File: src/rtl/fetch_stage_pkg.sv
// Shared types for the 2-wide fetch stage: decode packet, FSM encoding and
// fetch-queue entry layout.
package fetch_stage_pkg;

    localparam int FQ_DEPTH_DEFAULT = 4;

    typedef struct packed {
        logic [31:0] inst;
        logic [31:0] PC;
        logic [31:0] NPC;
        logic        valid;
    } IF_ID_PACKET;

    typedef enum logic [1:0] {
        REQ     = 2'd0,
        WAIT    = 2'd1,
        DISCARD = 2'd2
    } fetch_state_t;

    typedef struct packed {
        logic [31:0] inst;
        logic [31:0] pc;
    } fq_entry_t;

endpackage

File: src/rtl/fetch_stage_queue.sv
// Circular fetch queue: accepts 0-2 entries and pops 0-2 entries per cycle,
// exposing the two oldest entries combinationally.
module fetch_queue
    import fetch_stage_pkg::*;
#(
    parameter int  DEPTH = FQ_DEPTH_DEFAULT,
    localparam int PTR_W = $clog2(DEPTH),
    localparam int CNT_W = PTR_W + 1
) (
    input  logic             clock,
    input  logic             reset,
    input  logic             flush,
    input  logic [1:0]       enq_cnt,
    input  fq_entry_t [1:0]  enq_entry,
    input  logic [1:0]       deq_cnt,
    output fq_entry_t [1:0]  head_entry,
    output logic [CNT_W-1:0] count
);

    fq_entry_t        mem_reg [DEPTH];
    logic [PTR_W-1:0] head_reg;
    logic [PTR_W-1:0] tail_reg;
    logic [CNT_W-1:0] count_reg;

    always_ff @(posedge clock or negedge reset) begin
        if (!reset) begin
            head_reg  <= '0;
            tail_reg  <= '0;
            count_reg <= '0;
        end else if (flush) begin
            head_reg  <= '0;
            tail_reg  <= '0;
            count_reg <= '0;
        end else begin
            head_reg  <= head_reg + PTR_W'(deq_cnt);
            tail_reg  <= tail_reg + PTR_W'(enq_cnt);
            count_reg <= count_reg + CNT_W'(enq_cnt) - CNT_W'(deq_cnt);
        end
    end

    // Entry storage carries no reset; slots beyond count are never presented.
    always_ff @(posedge clock) begin
        for (int i = 0; i < 2; i++) begin
            if (!flush && (enq_cnt > 2'(i))) begin
                mem_reg[tail_reg + PTR_W'(i)] <= enq_entry[i];
            end
        end
    end

    for (genvar gi = 0; gi < 2; gi++) begin : g_head
        assign head_entry[gi] = mem_reg[head_reg + PTR_W'(gi)];
    end

    assign count = count_reg;

    a_no_overflow: assert property (@(posedge clock) disable iff (!reset)
        count_reg <= CNT_W'(DEPTH));

endmodule

File: src/rtl/fetch_stage.sv
// 2-wide fetch: one outstanding aligned 64-bit imem request, redirect and
// squash handling with stale-response discard, and decode packet output.
module fetch_stage
    import fetch_stage_pkg::*;
#(
    parameter int FQ_DEPTH = FQ_DEPTH_DEFAULT
) (
    input  logic              clock,
    input  logic              reset,
    input  logic              squash,
    input  logic [31:0]       squash_PC,
    input  logic              id_redirect,
    input  logic [31:0]       id_redirect_PC,
    input  logic              id_ready,
    output logic              imem_req,
    output logic [31:0]       imem_addr,
    input  logic              imem_resp_valid,
    input  logic [63:0]       imem_resp_data,
    output IF_ID_PACKET [1:0] if_id_packet_out
);

    localparam int CNT_W = $clog2(FQ_DEPTH) + 1;

    fetch_state_t     state_reg;
    fetch_state_t     state_next;
    logic [31:0]      pc_reg;
    logic [31:0]      pc_next;
    logic [31:0]      blk_addr;
    logic             redirect;
    logic [31:0]      redirect_pc;
    logic             has_room;
    logic             fq_flush;
    logic [1:0]       enq_cnt;
    logic [1:0]       deq_cnt;
    fq_entry_t [1:0]  enq_entry;
    fq_entry_t [1:0]  head_entry;
    logic [CNT_W-1:0] fq_count;

    assign redirect    = squash | id_redirect;
    assign redirect_pc = squash ? squash_PC : id_redirect_PC;
    assign blk_addr    = {pc_reg[31:3], 3'b000};
    assign has_room    = (CNT_W'(FQ_DEPTH) - fq_count) >= CNT_W'(2);
    assign imem_req    = (state_reg == REQ) && has_room && !redirect;
    assign imem_addr   = blk_addr;

    always_ff @(posedge clock or negedge reset) begin
        if (!reset) begin
            state_reg <= REQ;
            pc_reg    <= '0;
        end else begin
            state_reg <= state_next;
            pc_reg    <= pc_next;
        end
    end

    always_comb begin
        state_next = state_reg;
        pc_next    = pc_reg;
        fq_flush   = 1'b0;
        enq_cnt    = 2'd0;
        deq_cnt    = 2'd0;
        enq_entry  = '0;
        if (redirect) begin
            fq_flush = 1'b1;
            pc_next  = redirect_pc;
            // A response landing in the redirect cycle closes the old request.
            if (state_reg != REQ) begin
                state_next = imem_resp_valid ? REQ : DISCARD;
            end
        end else begin
            if (id_ready) begin
                deq_cnt = (fq_count >= CNT_W'(2)) ? 2'd2 :
                          (fq_count != '0)        ? 2'd1 : 2'd0;
            end
            unique case (state_reg)
                REQ: begin
                    if (imem_req) state_next = WAIT;
                end
                WAIT: begin
                    if (imem_resp_valid) begin
                        state_next = REQ;
                        pc_next    = blk_addr + 32'd8;
                        if (pc_reg[2]) begin
                            enq_cnt      = 2'd1;
                            enq_entry[0] = '{inst: imem_resp_data[63:32], pc: pc_reg};
                        end else begin
                            enq_cnt      = 2'd2;
                            enq_entry[0] = '{inst: imem_resp_data[31:0],  pc: pc_reg};
                            enq_entry[1] = '{inst: imem_resp_data[63:32], pc: pc_reg + 32'd4};
                        end
                    end
                end
                DISCARD: begin
                    if (imem_resp_valid) state_next = REQ;
                end
                default: state_next = REQ;
            endcase
        end
    end

    fetch_queue #(
        .DEPTH(FQ_DEPTH)
    ) u_fetch_queue (
        .clock     (clock),
        .reset     (reset),
        .flush     (fq_flush),
        .enq_cnt   (enq_cnt),
        .enq_entry (enq_entry),
        .deq_cnt   (deq_cnt),
        .head_entry(head_entry),
        .count     (fq_count)
    );

    for (genvar gi = 0; gi < 2; gi++) begin : g_slot
        logic slot_valid;
        assign slot_valid = fq_count > CNT_W'(gi);
        assign if_id_packet_out[gi] = slot_valid
            ? IF_ID_PACKET'{inst:  head_entry[gi].inst,
                            PC:    head_entry[gi].pc,
                            NPC:   head_entry[gi].pc + 32'd4,
                            valid: 1'b1}
            : '0;
    end

endmodule

File: config.mk
export PLATFORM = sky130hd
export DESIGN_NAME = fetch_stage
export DESIGN_NICKNAME = d
export VERILOG_FILES = /design/src/rtl/fetch_stage_pkg.sv /design/src/rtl/fetch_stage_queue.sv /design/src/rtl/fetch_stage.sv
export SDC_FILE = /design/constraint.sdc
export NUM_CORES = 1
export LEC_CHECK = 0
export CORE_MARGIN = 1
export CORE_UTILIZATION = 59
export CTS_BUF_LIST = sky130_fd_sc_hd__clkbuf_8
export CTS_CLUSTER_SIZE = 10
export DETAILED_ROUTE_END_ITERATION = 8
export PLACE_DENSITY = 0.89
export SKIP_CTS_REPAIR_TIMING = 1
export SYNTH_ARGS = -nofsm -noshare
export SYNTH_HDL_FRONTEND = slang
export SYNTH_SLANG_ARGS = --single-unit
File: constraint.sdc
create_clock -name clock -period 10.3 [get_ports clock]
set_clock_uncertainty 0.15 [all_clocks]
set_input_delay 2.06 -clock clock [delete_from_list [all_inputs] [get_ports clock]]
set_output_delay 2.06 -clock clock [all_outputs]
set_load 0.05 [all_outputs]
After elaboration in Yosys (flattened, before gate mapping)
Memories as Yosys holds them, arrays and structs flattened.
Index checks and enable logic that the tools add are counted.

cells by class
  $add $sub $neg = 11
  $mul = 0
  div/mod/pow operators = 0
  order comparisons = 6
  equal/unequal tests = 5
  shift operators = 0
  mux-type cells = 33
  bitwise logic cells = 1
  reduce and logical (&&, ||, !) cells = 14

operators with widths
  cell                     count
  $mux W128                3
  $mux W97                 2
  $mux W32                 4
  $mux W64                 2
  $add A32 B3 Y32 const B  3
  $add A32 B4 Y32 const B  1
  $mux W2                  14
  $ge A3 B2 Y1 const B     2
  $gt A3 B1 Y1 const B     2
  $mux W1                  6
  $reduce_bool A2 Y1       3
  $add A2 B1 Y2 const B    2
  $add A2 B2 Y2            2
  $gt A2 B1 Y1 const B     2
  $logic_and A1 B1 Y1      4
  $pmux W2 S2              1
  $add A3 B2 Y3            1
  $mux W3                  1
  $ne A3 B1 Y1 const B     1
  $ne A3 B3 Y1 const B     1
  $reduce_and A3 Y1        1
  $reduce_bool A3 Y1       1
  $sub A3 B2 Y3            1
  $sub A3 B3 Y3 const A    1
  8 further kinds          9

storage, ports and cells
  register bits after elaboration = 41
  bits in latches = 0
  RAM bits = 256
  memory bits (read-only) = 0
  input bits = 134
  output and inout bits = 227
  word-level logic and storage cells = 76
  memories kept = 1

memories
  name                   depth  width  read ports  clocked after memory_dff  write ports  line                     source
  u_fetch_queue.mem_reg  4      64     2           0                         2            fetch_stage_queue.sv:20  fq_entry_t mem_reg [DEPTH];

Logic depth before layout (Yosys ltp)
  depth in word-level cells = 8
  mapped depth = 14

By module
From an unflattened synthesis, not the netlist that was laid out.

second synthesis, totals
  cells, all modules = 1668
  area, all modules = 20689.8 µm²

modules (own cells, without submodules)
  module       times used  cells an instance  area each (µm²)  sequential area each (µm²)
  fetch_queue  1           747                14400.1          7862.5
  fetch_stage  1           921                6289.8           850.8

Least setup slack after synthesis
No wires, ideal clock.

  kind = input to register
  from = in imem_resp_valid
  to = mem u_fetch_queue.mem_reg[0][0] (netlist name) (enable)
  arrival time = 5.536 ns
  required time = 9.664 ns
  path slack = 4.127 ns
  stages = 5
  cell sequence = and2_1 clkbuf_1 nand2_1 clkbuf_1 nor2_1

RTL lines
  what                line                     source
  start: declaration  fetch_stage.sv:17        input logic imem_resp_valid,
  end: declaration    fetch_stage_queue.sv:20

==> out/metrics.yaml <==
outcome:
  outcome: "finished clean"
drt:
  drt_wl_total_um: 57900
  ant_nets: 0
  drc: 0
  wl_per_cell_um: 25.3
  dr.pass1.iters: 6
  via_per_inst: 6.86
  vias: 15686
  first_iter_violations: 1996
logic_synthesis:
  synth_warnings: 0
  yosys.area_share.xor_xnor: 0.0161
  syn_avg_cell_area_sq_um: 11.8
  synth.largest_area_cell: "edfxtp_1"
  synth.top_cell.area_share: 0.405
  yosys.area_share.simple: 0.179
  synth_mux_area_frac: 0.169
  synth_compound_area_frac: 0.114
  synth_top_family_by_area: "simple AND/OR/NAND/NOR gates"
  synth_flop_cell: "edfxtp_1"
  synth_edf_count: 256
  synth_fa_ha_area_frac: 0.00936
  synth_area_leaders: "edfxtp_1 (40%), mux4_2 (12%), a22o_1 (5.9%)"
  synth_area_sq_um: 19000
  seq_area_frac_synth: 0.459
  synth-seq-cells: 297
  synthArstFlopShare: 0.138
  syn_inst: 1606
  synth_cell_type_count: 64
die:
  boundaryPins: 361
  die_x_um: 181
  die-area_sq_um: 32900
  core_area_sq_um: 31600
  initial_core_util: 0.600
  die-height_um: 181
  core.rowCount: 65
sta:
  tightest_slew_ns: 1.27
  fmax_mhz: 126
  layout_min_cycle_time_ns: 7.96
  max-slew-margin-rel: 0.153
  hold_violations: 0
  grt_setup_unrepaired: "no"
  fin_setup_tns_ns: 0
  timing.final.crit_share: 0.773
  slew_viol_final: 0
  setup_viol: 0
place:
  io_buffers: 357
  gp_congestion: 1.01
  dp_hpwl_um: 38700
power_and_ir_drop:
  peakVddDrop_mv: 0.100
  p_leak_nw: 8.01
  cellPowerDensity_nw_per_um2: 132
  power_w: 0.00306
worst_hold_path:
  holdCritPathClass: "flip-flop to flip-flop"
cells_and_area:
  syn_to_final_growth_pct: 22.4
  drive_gt1_frac: 0.126
  nets: 2000
  layout_common_cells: "clkdlybuf4s50_1 (354), edfxtp_1 (256), a22o_1 (128)"
  largest_reg_flops: 256
  fill_cells: 2021
  layout_commonest_cell: "clkdlybuf4s50_1"
global_routing:
  grt_pass1_vias: 15048
  grt_use_total: 0.348
  antenna_found_initial: 0
  grt_overflow: 0
  grt_max_degree: 127
  grt_pass1_wl_um: 87900
clock_tree:
  cts_buffers: 46
  path_clk_slew_ns: 0.06
  htree_num_levels: 2
  clock-root-buffer: "clkbuf_8"
  cts_sinks: 297
  clockBufferDepth: 3
  cts_tree: "done"
  clock_latency_ns: 0.58
setup_path:
  critical_path_class: "flip-flop to output port"
  cp_common_cell: "nand4_1"
  path_max_fanout: 80
  required_ns: 8.09
  cp-end-kind: "output port"
  worstPathCellList: "buf_4 > mux4_1 > ha_1 > nand4_1 > nor4b_1 > nand4_1 > a21oi_1 > clkdlybuf4s50_1"
  cp_slowest_cell: "dfrtp_4"
  arrival_ns: 5.75
  cp-start-kind: "flip-flop"
  max_stage_delay_ns: 1.17
run:
  cap_violations: 0
==> cells in the mapped netlist (18+ instances only) <==
master	instances
a21oi_1	60
a22o_1	128
and2_1	116
and3_1	120
buf_4	42
clkbuf_1	105
dfrtp_1	41
edfxtp_1	256
inv_1	28
mux2i_1	18
mux4_1	19
mux4_2	104
nand2_1	68
nand3_1	20
nand4_1	34
nor2_1	113
nor2b_1	42
nor3_1	22
o21ai_0	39
xnor2_1	28
==> cells by family after synthesis <==
group                    count (synthesis)
AO/OA/AOI/OAI                          293
flip-flops                             297
XOR/XNOR                                35
buffers and inverters                  204
other                                    1
adder cells (fa/ha/maj)                 13
AND/OR/NAND/NOR                        605
multiplexers                           158
==> where the power goes <==
group | internal, W | leakage [nW] | switching [W]
Sequential | 0.00134 | 2.68 | 0.0000595
Combinational | 0.000245 | 4.83 | 0.000445
Clock | 0.000500 | 0.492 | 0.000469
==> metrics by stage <==
| stage | setup WS (ns) | cells | hold slack [ns] | cell area (sq um) | utilization |
|---|---|---|---|---|---|
| floorplan | 4.13 | 1608 | 0.322 | 19000 | - |
| global placement | 3.19 | 2207 | 0.342 | 22400 | 0.707 |
| detailed placement | 3.10 | 2207 | 0.393 | 22400 | 0.707 |
| CTS | 2.48 | 2284 | 0.404 | 23300 | 0.735 |
| global route | 2.18 | 2284 | 0.439 | 23300 | 0.735 |
| finish | 2.34 | 2285 | 0.403 | 23300 | 0.735 |
==> worst paths after layout <==
path,start,endpoint,slack [ns],cells past startpoint
setup / recovery,u_fetch_queue.head_reg[0],if_id_packet_out[23],2.34,8
hold / removal,state_reg[1],state_reg[1],0.40,2
setup reg to reg,u_fetch_queue.count[1],u_fetch_queue.count[2],6.08,14
hold reg to reg,state_reg[1],state_reg[1],0.40,2
max in group asynchronous,reset,u_fetch_queue.head_reg[0],7.79,1
min in group asynchronous,reset,state_reg[1],1.48,1
==> worst max-delay path: cells and delay by family, from the launching register on <==
family	cells	cell delay, ns
DFF	1	1.17
AOI/OAI and AO/OA	1	0.34
buffers and inverters	2	1.60
adders and majority gates	1	0.26
and+or+nand+nor	3	1.35
muxes	1	0.40
==> layer usage <==
| layer | wire [um] | global-route usage | part of all wire | vias to the layer above |
|---|---|---|---|---|
| li1 | - | - | - | 6680 |
| met2 | 27700 | 0.564 | 0.48 | 1205 |
| met3 | 6460 | 0.0632 | 0.11 | 148 |
| met1 | 21800 | 0.473 | 0.38 | 7653 |
| met5 | 0 | 0 | 0 | - |
| met4 | 1930 | 0.131 | 0.033 | 0 |
==> cell type report <==
cell class | count | area (sq um) | area share
flip-flops and latches | 297 | 8720 | 0.375
diodes | 1 | 2.50 | 0.000108
clock inverters | 27 | 185 | 0.00796
inverters | 29 | 109 | 0.00468
repair buffers | 372 | 3680 | 0.158
multi-input cells | 1107 | 9360 | 0.403
well taps | 402 | 503 | 0.0216
clock buffers | 50 | 688 | 0.0296
(Power assumes the default switching activity.)
